--- src/rtl/apr_pkg.sv ---
// Shared constants for the APR event controller: PI handshake states,
// readback selector codes and EBUS field positions (PDP-10 bit order, 0 = MSB).
package apr_pkg;

  typedef logic [1:0] pi_state_t;

  localparam pi_state_t ST_IDLE  = 2'd0;
  localparam pi_state_t ST_REQ   = 2'd1;
  localparam pi_state_t ST_ACKED = 2'd2;

  localparam logic [1:0] DIAG_FLAGS    = 2'd0;
  localparam logic [1:0] DIAG_ENABLES  = 2'd1;
  localparam logic [1:0] DIAG_STATUS   = 2'd2;
  localparam logic [1:0] DIAG_COUNTERS = 2'd3;

  localparam int PIA_MSB       = 33;
  localparam int PIA_LSB       = 35;
  localparam int APR_INT_BIT   = 32;
  localparam int CNT_SEL_MSB   = 32;
  localparam int CNT_SEL_LSB   = 35;
  localparam int CNT_FIELD_MSB = 28;
  localparam int CNT_FIELD_LSB = 35;

  localparam logic [7:0] CNT_MAX = 8'hFF;

endpackage

--- src/rtl/apr_evt_chan.sv ---
// One APR event channel: sticky flag, interrupt enable, source edge history and,
// with APR_EVT_COUNT_EN defined, an 8-bit saturating hit counter.
module apr_evt_chan
  import apr_pkg::*;
#(
  parameter bit EDGE = 1'b0
) (
  input  logic clk_i,
  input  logic rst_i,
  input  logic src_i,
  input  logic bit_i,
  input  logic selSet_i,
  input  logic selClr_i,
  input  logic selEn_i,
  input  logic selDis_i,
  output logic flag_o,
  output logic flagNext_o,
  output logic en_o
`ifdef APR_EVT_COUNT_EN
  ,
  output logic [7:0] cnt_o
`endif
);

  logic srcPrev_q;
  logic flag_q, flag_d;
  logic en_q, en_d;
  logic hit, clr;

  // Edge channels fire on a falling source, e.g. SWEEP_BUSY going idle.
  assign hit = EDGE ? (srcPrev_q & ~src_i) : src_i;
  assign clr = selClr_i & bit_i;

  assign flag_d = hit | (selSet_i & bit_i) | (flag_q & ~clr);
  assign en_d   = (selEn_i & bit_i) | (en_q & ~(selDis_i & bit_i));

  always_ff @(posedge clk_i) begin
    if (rst_i) begin
      flag_q    <= 1'b0;
      en_q      <= 1'b0;
      srcPrev_q <= src_i;
    end else begin
      flag_q    <= flag_d;
      en_q      <= en_d;
      srcPrev_q <= src_i;
    end
  end

  assign flag_o     = flag_q;
  assign flagNext_o = flag_d;
  assign en_o       = en_q;

`ifdef APR_EVT_COUNT_EN
  logic [7:0] cnt_q, cnt_d;

  // A clear restarts counting, so a hit in the same cycle counts as the first.
  always_comb begin
    cnt_d = cnt_q;
    if (clr) begin
      cnt_d = {7'b0, hit};
    end else if (hit && cnt_q != CNT_MAX) begin
      cnt_d = cnt_q + 8'd1;
    end
  end

  always_ff @(posedge clk_i) begin
    if (rst_i) begin
      cnt_q <= 8'd0;
    end else begin
      cnt_q <= cnt_d;
    end
  end

  assign cnt_o = cnt_q;
`endif

endmodule

--- src/rtl/apr_evt_ctl.sv ---
// APR event/interrupt controller top: per-channel flags, PI request handshake,
// first-error capture and CONI readback. Optional counters: APR_EVT_COUNT_EN.
module apr_evt_ctl
  import apr_pkg::*;
#(
  parameter int          NEVT      = 8,
  parameter int          EBUS_BASE = 6,
  parameter logic [15:0] EDGE_MASK = 16'h0080,
  parameter logic [15:0] ERR_MASK  = 16'h000B
) (
  input  logic            clk,
  input  logic            RESET,
  input  logic [NEVT-1:0] SRC,
  input  logic            SEL_SET,
  input  logic            SEL_CLR,
  input  logic            SEL_EN,
  input  logic            SEL_DIS,
  input  logic            LOAD_PIA,
  input  logic [0:35]     EBUS_DATA,
  input  logic            PI_ACK,
  input  logic [1:0]      DIAG_SEL,
  output logic [NEVT-1:0] FLAG,
  output logic [NEVT-1:0] INT_EN,
  output logic            APR_INTERRUPT,
  output logic            PI_REQ,
  output logic [2:0]      PIA,
  output logic            ANY_EBOX_ERR_FLG,
  output logic            FIRST_ERR_VLD,
  output logic [3:0]      FIRST_ERR_IDX,
  output logic [0:35]     CONI_DATA
);

  localparam logic [NEVT-1:0] ERRM = ERR_MASK[NEVT-1:0];

  logic [NEVT-1:0] chanBits, flag_q, flag_d, en_q, clrStrobe, errRise;
  logic [2:0]      pia_q, pia_d;
  pi_state_t       piState_q, piState_d;
  logic            anyErr_q, vld_q, vld_d;
  logic [3:0]      idx_q, idx_d, riseIdx;
  logic            aprInt;
  logic            unusedEbus;

`ifdef APR_EVT_COUNT_EN
  logic [7:0] cnt [NEVT];
  logic [3:0] cntSel;
`endif

  for (genvar i = 0; i < NEVT; i++) begin : g_chan
    assign chanBits[i] = EBUS_DATA[EBUS_BASE+i];
    apr_evt_chan #(.EDGE(EDGE_MASK[i])) u_chan (
      .clk_i      (clk),
      .rst_i      (RESET),
      .src_i      (SRC[i]),
      .bit_i      (chanBits[i]),
      .selSet_i   (SEL_SET),
      .selClr_i   (SEL_CLR),
      .selEn_i    (SEL_EN),
      .selDis_i   (SEL_DIS),
      .flag_o     (flag_q[i]),
      .flagNext_o (flag_d[i]),
      .en_o       (en_q[i])
`ifdef APR_EVT_COUNT_EN
      ,
      .cnt_o      (cnt[i])
`endif
    );
  end

  assign unusedEbus = ^EBUS_DATA;
  assign aprInt     = |(flag_q & en_q);
  assign clrStrobe  = {NEVT{SEL_CLR}} & chanBits;
  assign errRise    = flag_d & ~flag_q & ERRM;
  assign pia_d      = LOAD_PIA ? EBUS_DATA[PIA_MSB:PIA_LSB] : pia_q;

  always_comb begin
    riseIdx = 4'd0;
    for (int i = NEVT - 1; i >= 0; i--) begin
      if (errRise[i]) riseIdx = 4'(i);
    end
  end

  // The latch releases only if the CONO clear actually drops the flag (a same-cycle hit keeps it).
  always_comb begin
    vld_d = vld_q;
    idx_d = idx_q;
    if (!vld_q) begin
      if (|errRise) begin
        vld_d = 1'b1;
        idx_d = riseIdx;
      end
    end else begin
      for (int i = 0; i < NEVT; i++) begin
        if (idx_q == 4'(i) && clrStrobe[i] && !flag_d[i]) begin
          vld_d = 1'b0;
          idx_d = 4'd0;
        end
      end
    end
  end

  // Looking at the next PIA lets a reload to level 0 withdraw the request on the same edge.
  always_comb begin
    piState_d = piState_q;
    case (piState_q)
      ST_IDLE:  if (aprInt && pia_q != 3'd0) piState_d = ST_REQ;
      ST_REQ: begin
        if (!aprInt || pia_d == 3'd0) piState_d = ST_IDLE;
        else if (PI_ACK)              piState_d = ST_ACKED;
      end
      ST_ACKED: if (!aprInt) piState_d = ST_IDLE;
      default:  piState_d = ST_IDLE;
    endcase
  end

  always_ff @(posedge clk) begin
    if (RESET) begin
      pia_q     <= 3'd0;
      piState_q <= ST_IDLE;
      anyErr_q  <= 1'b0;
      vld_q     <= 1'b0;
      idx_q     <= 4'd0;
    end else begin
      pia_q     <= pia_d;
      piState_q <= piState_d;
      anyErr_q  <= |(flag_d & ERRM);
      vld_q     <= vld_d;
      idx_q     <= idx_d;
    end
  end

`ifdef APR_EVT_COUNT_EN
  assign cntSel = EBUS_DATA[CNT_SEL_MSB:CNT_SEL_LSB];
`endif

  always_comb begin
    CONI_DATA = '0;
    case (DIAG_SEL)
      DIAG_FLAGS: begin
        for (int i = 0; i < NEVT; i++) CONI_DATA[EBUS_BASE+i] = flag_q[i];
      end
      DIAG_ENABLES: begin
        for (int i = 0; i < NEVT; i++) CONI_DATA[EBUS_BASE+i] = en_q[i];
      end
      DIAG_STATUS: begin
        CONI_DATA[APR_INT_BIT]         = aprInt;
        CONI_DATA[PIA_MSB:PIA_LSB]     = pia_q;
        CONI_DATA[EBUS_BASE-1]         = vld_q;
        CONI_DATA[EBUS_BASE-5 +: 4]    = idx_q;
      end
      default: begin
`ifdef APR_EVT_COUNT_EN
        for (int i = 0; i < NEVT; i++) begin
          if (cntSel == 4'(i)) CONI_DATA[CNT_FIELD_MSB:CNT_FIELD_LSB] = cnt[i];
        end
`else
        CONI_DATA = '0;
`endif
      end
    endcase
  end

  assign FLAG             = flag_q;
  assign INT_EN           = en_q;
  assign APR_INTERRUPT    = aprInt;
  assign PI_REQ           = (piState_q == ST_REQ);
  assign PIA              = pia_q;
  assign ANY_EBOX_ERR_FLG = anyErr_q;
  assign FIRST_ERR_VLD    = vld_q;
  assign FIRST_ERR_IDX    = idx_q;

endmodule

--- config.mk ---
export PLATFORM = sky130hd
export DESIGN_NAME = apr_evt_ctl
export DESIGN_NICKNAME = d
export VERILOG_FILES = /design/src/rtl/apr_pkg.sv /design/src/rtl/apr_evt_chan.sv /design/src/rtl/apr_evt_ctl.sv
export SDC_FILE = /design/constraint.sdc
export NUM_CORES = 1
export LEC_CHECK = 0
export CORE_AREA = 2 2 69 71
export CTS_CLUSTER_SIZE = 28
export DETAILED_ROUTE_END_ITERATION = 12
export DIE_AREA = 0 0 71 73
export PLACE_DENSITY = 0.84
export SETUP_SLACK_MARGIN = 0.2
export SLEW_MARGIN = 0
export SYNTH_ARGS = -nofsm -noshare
export SYNTH_HDL_FRONTEND = slang
export SYNTH_SLANG_ARGS = --single-unit
--- constraint.sdc ---
create_clock -name clk -period 1.7 [get_ports clk]
set_input_delay 0.255 -clock clk [delete_from_list [all_inputs] [get_ports clk]]
set_output_delay 0.255 -clock clk [all_outputs]
set_load 0.02 [all_outputs]
Word-level counts from Yosys, hierarchy flattened
Index checks and enable logic that the tools add are counted.
{ "word_totals": {"elab_cells": 201, "reg_bits": 28, "output_inout_bits": 63, "in_bits": 54} }
{ "classes": {"n_mux": 32, "eq_ne": 15, "n_bitwise": 94, "reduce_logical": 38} }
{ "op_table": {"columns": ["operator", "n"], "rows": [
  ["$and A1 B1 Y1", 49],
  ["$mux W4", 11],
  ["$or A1 B1 Y1", 24],
  ["$logic_and A1 B1 Y1", 17],
  ["$not A1 Y1", 17],
  ["$and A8 B8 Y8", 2],
  ["$eq A4 B3 Y1 const B", 4],
  ["$pmux W8 S2", 1],
  ["$mux W2", 7],
  ["$mux W1", 10],
  ["$logic_not A1 Y1", 9],
  ["$ne A9 B1 Y1 const B", 1],
  ["$eq A4 B2 Y1 const B", 2],
  ["$reduce_or A8 Y1", 1],
  ["$pmux W2 S3", 1],
  ["$reduce_or A3 Y1", 2],
  ["$mux W5", 1],
  ["$and A4 B4 Y4", 1],
  ["$eq A2 B1 Y1 const B", 2],
  ["$eq A2 B2 Y1 const B", 2],
  ["$eq A4 B1 Y1 const B", 1],
  ["$logic_not A2 Y1", 2],
  ["$logic_not A4 Y1", 1],
  ["$ne A2 B2 Y1 const B", 2],
  ["9 further kinds", 9]
]} }

Logic depth before layout (Yosys ltp)
{ "depth": {"word_depth": 15, "mapped_depth": 5, "ltp_nobuf": 4} }

Hierarchy
Synthesis repeated with hierarchy kept, for this count alone.
{ "unflattened": {"cells_unflattened": 187, "area_unflattened_um2": 1616.6} }
{ "modules_own_cells": {"columns": ["mod", "seq_area_each_um2", "instances", "cells_per_inst", "area_per_inst_um2"], "rows": [
  ["apr_evt_ctl", 180.2, 1, 113, 902.1],
  ["apr_evt_chan at g_chan[0].u_chan ...", 40.0, 7, 9, 86.3],
  ["apr_evt_chan at g_chan[7].u_chan", 60.1, 1, 11, 110.1]
]} }

Least setup slack after synthesis
Ideal clock, no wire load.
{ "synth_path": {"path_type": "input -> output", "from": "input port DIAG_SEL[1]", "to": "output port CONI_DATA[32] in the netlist's numbering", "setup_slack_ns": 0.323, "arrival_time_ns": 1.122, "n_path_buf": 1, "cell_stages": 3, "required_time_ns": 1.445, "path_cell_list": "clkbuf_1 nor2b_1 nor2b_1"} }
{ "synth_via": {"elab_chain_cells": 2} }
{ "synth_lines": {"columns": ["item", "line", "text"], "rows": [
  ["start: declaration", "apr_evt_ctl.sv:21", "input logic [1:0] DIAG_SEL,"],
  ["$eq A2 B2 Y1", "apr_evt_ctl.sv:137", "case (DIAG_SEL)"],
  ["$mux W4", "apr_evt_ctl.sv:137", null],
  ["end: declaration", "apr_evt_ctl.sv:30", "output logic [0:35] CONI_DATA"]
]} }
No other way between the ends.

Worst setup path after layout
{ "layout_path": {"from": "register g_chan[4].u_chan.flag_q", "to": "output port CONI_DATA[32] in the netlist's numbering"} }
{ "layout_via": {"elab_chain_cells": 3} }
{ "layout_lines": {"columns": ["item", "line", "text"], "rows": [
  ["start: declaration", "apr_evt_chan.sv:26", "logic flag_q, flag_d;"],
  ["start signal: assignment", "apr_evt_chan.sv:43", "flag_q <= flag_d;"],
  ["$and A8 B8 Y8", "apr_evt_ctl.sv:70", "assign aprInt = |(flag_q & en_q);"],
  ["$reduce_or A8 Y1", "apr_evt_ctl.sv:70", null],
  ["$mux W4", "apr_evt_ctl.sv:137", null]
]} }
No other way between the ends.

==> summary.txt <==
Run status
  • Status: finished, final reports clean

Routing
  • Vias: ~1600
  • Final wirelength: about 4400 um
  • Routed WL per cell: between 10 and 15 um
  • Drt initial violations: a little under 60
  • First-pass DRT Iterations: 4
  • Routed vias/inst: ~4.9
  • Post-route DRC: 0
  • ANT nets after route: 0

Layout
  • Layout cells sized above 1: 0.213
  • Layout area overhead: 44.9%
  • Non-filler cells, final: approximately 330
  • FF/Latch Area: about 530 um2
  • Ant. Diodes: 0
  • Fill cells: ~430
  • Final core occ: 0.510
  • Multi-input gate area: 822 um2
  • Final net count: roughly 330

STA
  • Hold Vio Cnt, Final: 0
  • Total negative setup slack: 0 ns
  • Crit share post-route: 0.885
  • Clock skew: roughly 0.0056 ns
  • FMAX: about 660 MHz
  • Max Slew Vio Count: 0
  • Tmin final: 1.50 ns
  • Worst Slack Setup Final: between 0.15 and 0.2 ns
  • RSZ-0062 raised after global routing: true
  • Final setup viols: 0

Global routing
  • Total track usage: 0.165
  • Largest net degree at the start of global routing: 15
  • Global-route wire length before repair: a little under 7000 um
  • Vias in the first global route: around 1400
  • Initial antenna violation count: 0
  • Congestion Overflow GR: 0

Clock tree
  • H-tree Lvls: 1
  • Clock Latency Late Sink: between 0.2 and 0.3 ns
  • TritonCTS clock tree: yes
  • CTS Hold Bufs: 0
  • Clock transition at path regs: ~0.090 ns
  • CTS root buffer: clkbuf_8
  • Cts bufs inserted: 3
  • Clk sinks: 26
  • Clock Path Buffers: 2

Synth
  • Synth Flop Type: dfxtp_1
  • Mapped Avg Cell Area: around 8.0 um2
  • Synth warnings: 0
  • Number of distinct library cells after synthesis: 35
  • Ys async rst share: 0
  • Post-synth top area share: 0.326
  • Number of synthesized flops with an enable pin: 0
  • Synth top area cells: dfxtp_1 (33%), buf_4 (18%), mux2i_1 (6.9%)
  • Yosys top cell by area: dfxtp_1
  • Share of the yosys chip area belonging to registers: 0.326
  • Mapped cell area: roughly 0.0016 mm2
  • Most frequent cell after synthesis: buf_4
  • Synth top cells by count: buf_4 (39), nor2_1 (27), dfxtp_1 (26)
  • Synth Instances: 199
  • Synth Register Bits: 26

Floorplanning
  • Die width: about 70 um
  • Core area: approximately 0.0045 mm2
  • Die area: around 0.0052 mm2
  • Die H: approximately 73 um
  • Row cnt: 25
  • # IOs: between 100 and 150
  • Starting Density: 0.352

Power
  • Logic gate share of total power: 0.333
  • Clock power share: 0.245
  • Power Internal: about 1.1 mW
  • Pwr/cell area: 704 mW/mm2
  • Worst vdd ir: about 310 uV
  • Flop pwr share: 0.422
  • Net Sw Frac: 0.322
  • Leakage Power: 1.11 nW
  • P_sw: around 0.52 mW
  • Total Power: 1.63 mW

Worst setup path
  • Critical path's top delay family: flip-flops
  • CP cell instances: a22oi_2 > and4_4 > nor2b_1 > buf_2
  • Worst Setup Start Kind: flop
  • CP peak stage delay: 0.33 ns
  • CP Data Arrival Time: approximately 1.3 ns
  • Worst path bufs/invs: 1
  • Largest fanout on the critical path: 3
  • Crit path required time: 1.44 ns
  • Setup CP Type: reg2out
  • Setup crit end kind: output port
  • Slowest CP cell: dfxtp_2

Place
  • Port-buffer cells: a little under 70
  • Placed instance count: approximately 320
  • Pre-CTS setup slack: -0.326 ns
  • DP HPWL: 3420 um
  • GPL Wtd Cong: ~0.9

Flow run
  • Max-cap violations: 0

Hold path
  • Hold Crit Class: in2reg
-- placed cells by master (no fill, tap or decap), types with 2 or more instances in the layout --
cell / instances
a221oi_1: 4
nor3b_1: 4
and2_1: 4
mux2i_1: 11
buf_2: 6
o211ai_1: 2
a31oi_1: 2
clkbuf_2: 3
buf_4: 25
nand2b_1: 2
dlygate4sd2_1: 24
a21oi_1: 9
clkbuf_8: 4
conb_1: 23
a22oi_1: 9
a22oi_2: 3
nand2_1: 19
clkdlybuf4s15_2: 5
clkdlybuf4s50_1: 27
dfxtp_2: 4
buf_6: 4
inv_1: 5
nor3_1: 4
nor2b_1: 2
dfxtp_1: 22
nor2_1: 27
-- cell families after synthesis --
kind of cell | synth area share
simple gates | 0.200
buf+inv | 0.228
compound gates | 0.175
flops | 0.326
mux | 0.0690
other cells | 0.00235
-- power groups by stage --
stage / Sequential (mW) / Combinational [mW] / Clock [mW]
2_1_floorplan: 0.715 / 0.337 / 0
3_3_place_gp: 0.694 / 0.561 / 0
3_5_place_dp: 0.696 / 0.569 / 0
4_1_cts: 0.686 / 0.550 / 0.405
5_1_grt: 0.692 / 0.584 / 0.435
6_report: 0.687 / 0.543 / 0.399
-- worst reg2reg max path, delay by kind of cell, from the launching register on --
family	cells	cell delay (ns)
AO/OA/AOI/OAI	3	0.61
flip-flops	1	0.37
AND/OR/NAND/NOR	1	0.22
-- per-stage QoR --
| step | cell area, um2 | hold WS (ns) |
|---|---|---|
| 6_report | 2310 | 0.454 |
| 2_1_floorplan | 1680 | 0.283 |
| 4_1_cts | 2360 | 0.454 |
| 3_5_place_dp | 2280 | 0.456 |
| 5_1_grt | 2310 | 0.451 |
| 3_3_place_gp | 2280 | 0.441 |
-- what timing repair did --
action                     CTS  global route
resized for setup           88            11
pin swaps                    2             0
setup endpoints to repair   39            11
setup buffers                0             0
gates cloned                 0             0
-- flip-flops by register name, summed over array words and instances (netlist names) --
name	flops
ANY_EBOX_ERR_FLG	1
FIRST_ERR_IDX	2
FIRST_ERR_VLD	1
PIA	3
g_chan.u_chan.en_o	8
g_chan.u_chan.flag_o	8
g_chan.u_chan.srcPrev_q	1
piState_q	2
-- cell type report --
cell class,count,area share
timing repair buffer,95,0.356
multi-input combinational,142,0.355
sequential,26,0.227
tap,54,0.0292
clock buffer,4,0.0238
inverter,5,0.00811
-- path summary, 6_finish.rpt --
| check | cells past startpoint | slack, ns | endpoint | start |
|---|---|---|---|---|
| max | 4 | 0.20 | CONI_DATA[32] | g_chan[4].u_chan.flag_o |
| min | 1 | 0.45 | g_chan[7].u_chan.srcPrev_q | SRC[7] |
| max reg2reg | 4 | 0.38 | FIRST_ERR_VLD | FIRST_ERR_IDX[0] |
| min reg2reg | 1 | 0.47 | piState_q[0] | piState_q[1] |
-- per-layer routing --
metal	track usage	part of all wire	vias up
met3	0.0249	0.069	9
met4	0.0671	0.020	0
met1	0.202	0.41	727
met5	0	0	-
met2	0.292	0.50	76
li1	-	-	776
Power figures use the tool's default switching activity.
